===== src/rtl/sprite_pkg.sv =====
// sprite_pkg: shared types for the sprite scheduler.
// Table entry layout, screen bounds, FSM states.
package sprite_pkg;

  localparam int SCREEN_W = 640;
  localparam int SCREEN_H = 480;

  typedef struct packed {
    logic       en;
    logic [9:0] x;
    logic [8:0] y;
    logic [3:0] id;
  } sprite_entry_t;

  typedef enum logic [1:0] {
    ST_IDLE,
    ST_SCAN,
    ST_WAIT,
    ST_DONE
  } sched_state_t;

  function automatic logic on_screen(
    sprite_entry_t e
  );
    return (e.x < 10'(SCREEN_W)) &&
           (e.y < 9'(SCREEN_H));
  endfunction

endpackage


===== src/rtl/sprite_scheduler_if.sv =====
// sprite_scheduler_if: render command handshake.
// master = scheduler (start + operands), slave = renderer (done).
interface sprite_scheduler_if;

  logic       rnd_start;
  logic [9:0] rnd_x;
  logic [8:0] rnd_y;
  logic [3:0] rnd_id;
  logic       rnd_done;

  modport master (
    output rnd_start,
    output rnd_x,
    output rnd_y,
    output rnd_id,
    input  rnd_done
  );

  modport slave (
    input  rnd_start,
    input  rnd_x,
    input  rnd_y,
    input  rnd_id,
    output rnd_done
  );

endinterface


===== src/rtl/sprite_table.sv =====
// sprite_table: shadow (host-written) and active sprite tables.
// Ports: wr_* shadow write, copy shadow->active, rd_idx/rd_entry read.
module sprite_table
  import sprite_pkg::*;
#(
  parameter  int MAX_SPRITES = 16,
  localparam int IDX_W = $clog2(MAX_SPRITES)
) (
  input  logic             clock,
  input  logic             reset_n,
  input  logic             wr_en,
  input  logic [IDX_W-1:0] wr_addr,
  input  sprite_entry_t    wr_entry,
  input  logic             copy,
  input  logic [IDX_W-1:0] rd_idx,
  output sprite_entry_t    rd_entry
);

  sprite_entry_t shadow [MAX_SPRITES];
  sprite_entry_t active [MAX_SPRITES];
  sprite_entry_t wr_q;

  // off-screen entries are stored but never drawn
  always_comb begin
    wr_q    = wr_entry;
    wr_q.en = wr_entry.en & on_screen(wr_entry);
  end

  always_ff @(posedge clock or negedge reset_n) begin
    if (!reset_n) begin
      for (int i = 0; i < MAX_SPRITES; i++)
        shadow[i] <= '0;
    end else if (wr_en) begin
      shadow[wr_addr] <= wr_q;
    end
  end

  // copy sees the pre-write shadow, so a same-cycle
  // write lands in the following frame
  always_ff @(posedge clock or negedge reset_n) begin
    if (!reset_n) begin
      for (int i = 0; i < MAX_SPRITES; i++)
        active[i] <= '0;
    end else if (copy) begin
      active <= shadow;
    end
  end

  assign rd_entry = active[rd_idx];

endmodule


===== src/rtl/sprite_scheduler.sv =====
// sprite_scheduler: per-frame walk of the sprite table driving the renderer.
// Ports: clock/reset_n, enable, vsync, tbl_* writes, rnd (master), status/err.
module sprite_scheduler
  import sprite_pkg::*;
#(
  parameter  int MAX_SPRITES = 16,
  parameter  int TIMEOUT = 1024,
  localparam int IDX_W = $clog2(MAX_SPRITES)
) (
  input  logic               clock,
  input  logic               reset_n,
  input  logic               enable,
  input  logic               vsync,
  input  logic               tbl_we,
  input  logic [IDX_W-1:0]   tbl_addr,
  input  sprite_entry_t      tbl_entry,
  sprite_scheduler_if.master rnd,
  output logic               frame_busy,
  output logic               frame_done,
  output logic [IDX_W:0]     sprites_drawn,
  output logic [7:0]         overrun_cnt,
  output logic               timeout_err,
  input  logic               err_clr
);

  localparam int TW = $clog2(TIMEOUT + 1);
  localparam logic [IDX_W-1:0] LAST =
    IDX_W'(MAX_SPRITES - 1);

  sched_state_t     state;
  logic [IDX_W-1:0] idx;
  logic [TW-1:0]    wcnt;
  logic [IDX_W:0]   acc;
  logic             vsync_q;
  sprite_entry_t    cur;

  logic frame_start;
  logic copy;
  logic done_ok;
  logic tmo;
  logic last;

  assign frame_start = vsync_q & ~vsync;
  assign copy = (state == ST_IDLE) &
                frame_start & enable;
  // done in the start cycle belongs to no command
  assign done_ok = rnd.rnd_done & ~rnd.rnd_start;
  assign tmo = (state == ST_WAIT) & ~done_ok &
               (wcnt == TW'(TIMEOUT - 1));
  assign last = (idx == LAST);

  sprite_table #(
    .MAX_SPRITES(MAX_SPRITES)
  ) u_table (
    .clock    (clock),
    .reset_n  (reset_n),
    .wr_en    (tbl_we),
    .wr_addr  (tbl_addr),
    .wr_entry (tbl_entry),
    .copy     (copy),
    .rd_idx   (idx),
    .rd_entry (cur)
  );

  always_ff @(posedge clock or negedge reset_n) begin
    if (!reset_n) begin
      state         <= ST_IDLE;
      idx           <= '0;
      wcnt          <= '0;
      acc           <= '0;
      vsync_q       <= 1'b1;
      rnd.rnd_start <= 1'b0;
      rnd.rnd_x     <= '0;
      rnd.rnd_y     <= '0;
      rnd.rnd_id    <= '0;
      frame_busy    <= 1'b0;
      frame_done    <= 1'b0;
      sprites_drawn <= '0;
      overrun_cnt   <= '0;
      timeout_err   <= 1'b0;
    end else begin
      vsync_q       <= vsync;
      rnd.rnd_start <= 1'b0;
      frame_done    <= 1'b0;

      if (frame_start && enable &&
          state != ST_IDLE &&
          overrun_cnt != 8'hff)
        overrun_cnt <= overrun_cnt + 8'd1;

      if (err_clr)
        timeout_err <= 1'b0;
      else if (tmo)
        timeout_err <= 1'b1;

      unique case (state)
        ST_IDLE: begin
          if (copy) begin
            idx        <= '0;
            acc        <= '0;
            frame_busy <= 1'b1;
            state      <= ST_SCAN;
          end
        end
        ST_SCAN: begin
          if (cur.en) begin
            rnd.rnd_x     <= cur.x;
            rnd.rnd_y     <= cur.y;
            rnd.rnd_id    <= cur.id;
            rnd.rnd_start <= 1'b1;
            wcnt          <= '0;
            state         <= ST_WAIT;
          end else if (last) begin
            state <= ST_DONE;
          end else begin
            idx <= idx + IDX_W'(1);
          end
        end
        ST_WAIT: begin
          if (done_ok || tmo) begin
            if (done_ok)
              acc <= acc + (IDX_W + 1)'(1);
            if (last) begin
              state <= ST_DONE;
            end else begin
              idx   <= idx + IDX_W'(1);
              state <= ST_SCAN;
            end
          end else begin
            wcnt <= wcnt + TW'(1);
          end
        end
        ST_DONE: begin
          frame_done    <= 1'b1;
          sprites_drawn <= acc;
          frame_busy    <= 1'b0;
          state         <= ST_IDLE;
        end
        default: state <= ST_IDLE;
      endcase
    end
  end

endmodule

===== src/flat_wrapper.sv =====
// flat-port wrapper written by rule: the top's interface ports become plain ports
module sprite_scheduler_flat import sprite_pkg::*;
#(
  parameter  int MAX_SPRITES = 16,
  parameter  int TIMEOUT = 1024,
  localparam int IDX_W = $clog2(MAX_SPRITES)
)
  (clock, reset_n, enable, vsync, tbl_we, tbl_addr, tbl_entry, frame_busy, frame_done, sprites_drawn, overrun_cnt, timeout_err, err_clr, rnd_rnd_start, rnd_rnd_x, rnd_rnd_y, rnd_rnd_id, rnd_rnd_done);
  sprite_scheduler_if rnd_i ();
  input  logic clock;
  input  logic reset_n;
  input  logic enable;
  input  logic vsync;
  input  logic tbl_we;
  input  logic [IDX_W-1:0] tbl_addr;
  input  sprite_entry_t tbl_entry;
  output logic frame_busy;
  output logic frame_done;
  output logic [IDX_W:0] sprites_drawn;
  output logic [7:0] overrun_cnt;
  output logic timeout_err;
  input  logic err_clr;
  output wire logic [$bits(rnd_i.rnd_start)-1:0] rnd_rnd_start;
  output wire logic [$bits(rnd_i.rnd_x)-1:0] rnd_rnd_x;
  output wire logic [$bits(rnd_i.rnd_y)-1:0] rnd_rnd_y;
  output wire logic [$bits(rnd_i.rnd_id)-1:0] rnd_rnd_id;
  input wire logic [$bits(rnd_i.rnd_done)-1:0] rnd_rnd_done;
  assign rnd_rnd_start = rnd_i.rnd_start;
  assign rnd_rnd_x = rnd_i.rnd_x;
  assign rnd_rnd_y = rnd_i.rnd_y;
  assign rnd_rnd_id = rnd_i.rnd_id;
  assign rnd_i.rnd_done = rnd_rnd_done;
  sprite_scheduler #(.MAX_SPRITES(MAX_SPRITES), .TIMEOUT(TIMEOUT)) u_core (.clock(clock), .reset_n(reset_n), .enable(enable), .vsync(vsync), .tbl_we(tbl_we), .tbl_addr(tbl_addr), .tbl_entry(tbl_entry), .rnd(rnd_i), .frame_busy(frame_busy), .frame_done(frame_done), .sprites_drawn(sprites_drawn), .overrun_cnt(overrun_cnt), .timeout_err(timeout_err), .err_clr(err_clr));
endmodule

===== config.mk =====
export PLATFORM = sky130hd
export DESIGN_NAME = sprite_scheduler_flat
export DESIGN_NICKNAME = d
export VERILOG_FILES = /design/src/rtl/sprite_pkg.sv /design/src/rtl/sprite_scheduler_if.sv /design/src/rtl/sprite_table.sv /design/src/rtl/sprite_scheduler.sv /design/src/flat_wrapper.sv
export SDC_FILE = /design/constraint.sdc
export NUM_CORES = 1
export LEC_CHECK = 0
export CORE_AREA = 2 2 297 299
export DETAILED_ROUTE_END_ITERATION = 10
export DIE_AREA = 0 0 299 301
export GPL_TIMING_DRIVEN = 0
export PLACE_DENSITY = 0.65
export SLEW_MARGIN = 20
export SYNTH_ARGS = -nofsm -noshare
export SYNTH_HDL_FRONTEND = slang
export SYNTH_HIERARCHICAL = 1
export SYNTH_SLANG_ARGS = --single-unit

===== constraint.sdc =====
create_clock -name clock -period 3.26 [get_ports clock]
set_clock_uncertainty 0.2 [all_clocks]
set_input_delay 0.489 -clock clock [delete_from_list [all_inputs] [get_ports clock]]
set_output_delay 0.489 -clock clock [all_outputs]
set_load 0.1 [all_outputs]

==> results_dict.tcl <==
set metrics [dict create \
    status "completed" \
    grt_pass1_wl_um 124000 \
    place_area_um2 36800 \
    die_y_um 301 \
    yosys_warnings 6 \
    ys_ff_latch 831 \
    critPathSlowestCell "mux4_2" \
    fin_nets 2330 \
    synth_top_area_cell "dfrtp_1" \
    critPathMaxFanout 10 \
    worst_pin_slew_ns 1.09 \
    postLayoutCellArea_um2 39700 \
    htree_levels 3 \
    ant_nets 0 \
    yosys.area_share.simple 0.0235 \
    cpPeakStageDelay_ns 0.57 \
    die_x_um 299 \
    rr_startpoint "u_core/idx[0]" \
    syn_inst 2123 \
    end_kind "register" \
    ys_types 62 \
    start_util 0.398 \
    crit_family "multiplexers" \
    r2r_cells 7 \
    syn_area_um2 34400 \
    viasPerCell 5.31 \
    vias 18600 \
    io_pins 75 \
    path_clk_slew_ns 0.06 \
    fill_cells 7460 \
    fmax_ghz 0.313 \
    grtUsageTotal 0.179 \
    max_cap_violations 0 \
    hold_viol 0 \
    crit_chain "buf_6, mux4_2, a22oi_1, nand2_1, nand2_4, clkbuf_4, mux2_2" \
    whs_path_depth 1 \
    cp-start-kind "register" \
    cts_tree "yes" \
    powerDensity_nw_per_um2 894 \
    wl_per_cell_um 22.7 \
    worst-path-buf-inv 2 \
    portBuffers 70 \
    place_hpwl_um 56300 \
    routed_wl_um 79500 \
    reg2reg_slack_ns 0.07 \
    cts_made_buffers 84 \
    synth-seq-area-share 0.604 \
    synthAdderAreaFrac 0.00327 \
    grt_start_max_net_pins 103 \
    yosysTopAreaCellShare 0.603 \
    register_area_um2 20800 \
    finalCoreUtilization 0.460 \
    vdd_ir_drop_max_v 0.000391 \
    cts_root_buf "clkbuf_16" \
    leakagePower_nw 17.5 \
    die_area_um2 90000 \
    grt_pass1_vias 20000 \
    synth.most_common_cell "dfrtp_1" \
    worstHoldStart "vsync" \
    final_max_slew_viol_count 0 \
    min_period_over_period 0.979 \
    cts_num_sinks 831 \
    crit_start "u_core/idx[0]" \
    synth_top_family_by_area "multiplexers" \
    clock_latency_ns 0.64 \
    relSlewSlack 0.269 \
    power.total_mw 35.5 \
    syn2layout_area_growth_pct 15.4 \
    worst_slack_ns 0.0690 \
    drt_iter0_markers 1569 \
    drive_above_1_share 0.494 \
    yosys-top-cells-count "dfrtp_1, mux2_2, mux4_2" \
    post_cts_buffers 0 \
    firstDrtPassIters 5 \
    synth_edf_count 0 \
    syn_area_per_cell_um2 16.2 \
    final-setup-viol-count 0 \
    synth_compound_area_frac 0.0205 \
    rsz0062_at_grt "no" \
    place.gp.congestion 0.815 \
    dp_slack_ns -1.21 \
    synth_xor_area_frac 0.00178 \
    hp-class "in2reg" \
    period_needed_ns 3.19 \
    core_area_um2 86500 \
    worstHoldEndpoint "u_core/vsync_q" \
    hold_ws_ns 0.126 \
    muxShareOfSynthArea 0.324 \
    critPathKind "reg2reg" \
    globalRouteOverflowTotal 0 \
    cp.arrival_ns 3.49 \
    worstPathRequired_ns 3.56 \
    num_rows 108 \
    clockBufferDepth 3 \
    ys_top_cells_by_area "dfrtp_1, mux2_2, mux4_2" \
    r2r-end "u_core/rnd.rnd_y[8]" \
    antenna_found_initial 4 \
    multi_input_area_um2 12800 \
    drc 0 \
    synth_nets 2167 \
    synth_ff_type "dfrtp_1" \
    synth-async-reset-ratio 1.00 \
]
final cells by class:
type / instances / area share
clock inverters: 36 / 0.0107
repair buffers: 79 / 0.0235
inverters: 8 / 0.000756
flip-flops and latches: 831 / 0.523
plain buffers: 148 / 0.0205
well taps: 1155 / 0.0364
diodes: 2 / 0.000126
multi-input cells: 1134 / 0.323
clock buffers: 116 / 0.0615
metrics by stage:
stage	cells	setup TNS, ns
2_1_floorplan	2123	0
3_5_place_dp	3356	-140.69
3_3_place_gp	3348	-
4_1_cts	3507	0
5_1_grt	3509	0
6_report	3509	0
metal layers:
metal  GRT usage  routed length, µm  part of all wire
met4      0.0652               2360             0.030
met3      0.0293               3310             0.042
met1       0.245              35500              0.45
met5           0                 15           0.00019
met2       0.290              38300              0.48
worst max path at each step:
stage | endpoint | cells past startpoint | slack (ns)
2_1_floorplan | u_core/rnd.rnd_id[0] | 8 | 0.37
3_3_place_gp | u_core/u_table/active[16] | 1 | -33.55
3_5_place_dp | u_core/rnd.rnd_y[8] | 8 | -1.21
4_1_cts | u_core/rnd.rnd_y[8] | 8 | 0.03
5_1_grt | u_core/rnd.rnd_y[8] | 8 | 0.02
6_report | u_core/rnd.rnd_y[8] | 7 | 0.07
timing repair:
action                                  in CTS  in global routing
hold buffers                                 1                  0
endpoints found under the setup margin     404                 17
hold endpoints to repair                    84                  0
gates resized for setup                     21                  6
flip-flops by register name, indices dropped and copies added (netlist names):
register,flops
u_core/acc,5
u_core/frame_busy,1
u_core/frame_done,1
u_core/idx,4
u_core/overrun_cnt,8
u_core/rnd.rnd_id,4
u_core/rnd.rnd_start,1
u_core/rnd.rnd_x,10
u_core/rnd.rnd_y,9
u_core/sprites_drawn,5
u_core/state,2
u_core/timeout_err,1
u_core/u_table/active,384
u_core/u_table/shadow,384
u_core/vsync_q,1
u_core/wcnt,11
kinds of logic after synthesis:
group / Yosys count
mux: 894
flops: 831
buf+inv: 158
simple gates: 135
compound gates: 89
fa+ha+maj: 9
xor+xnor: 7
layout by cell type (no fill, tap or decap), drive strengths merged, types with 8 or more instances in the layout:
master / Yosys / layout
mux4: 96 / 96
clkdlybuf4s50: 0 / 69
mux2: 797 / 797
nor2: 9 / 9
inv: 8 / 12
and3: 8 / 8
buf: 98 / 106
dfrtp: 830 / 830
nand4: 8 / 8
a22oi: 48 / 48
clkbuf: 52 / 167
nand2: 51 / 51
clkinv: 0 / 18
ha: 9 / 9
bufinv: 0 / 8
nand3: 15 / 15
where the power goes:
group          switching [mW]  leakage [nW]  internal (mW)
registers                1.91          10.4           13.7
logic                    5.03          5.67           4.95
clock network            4.05          1.41           5.89
No activity file was read; power rests on OpenSTA's default activity.
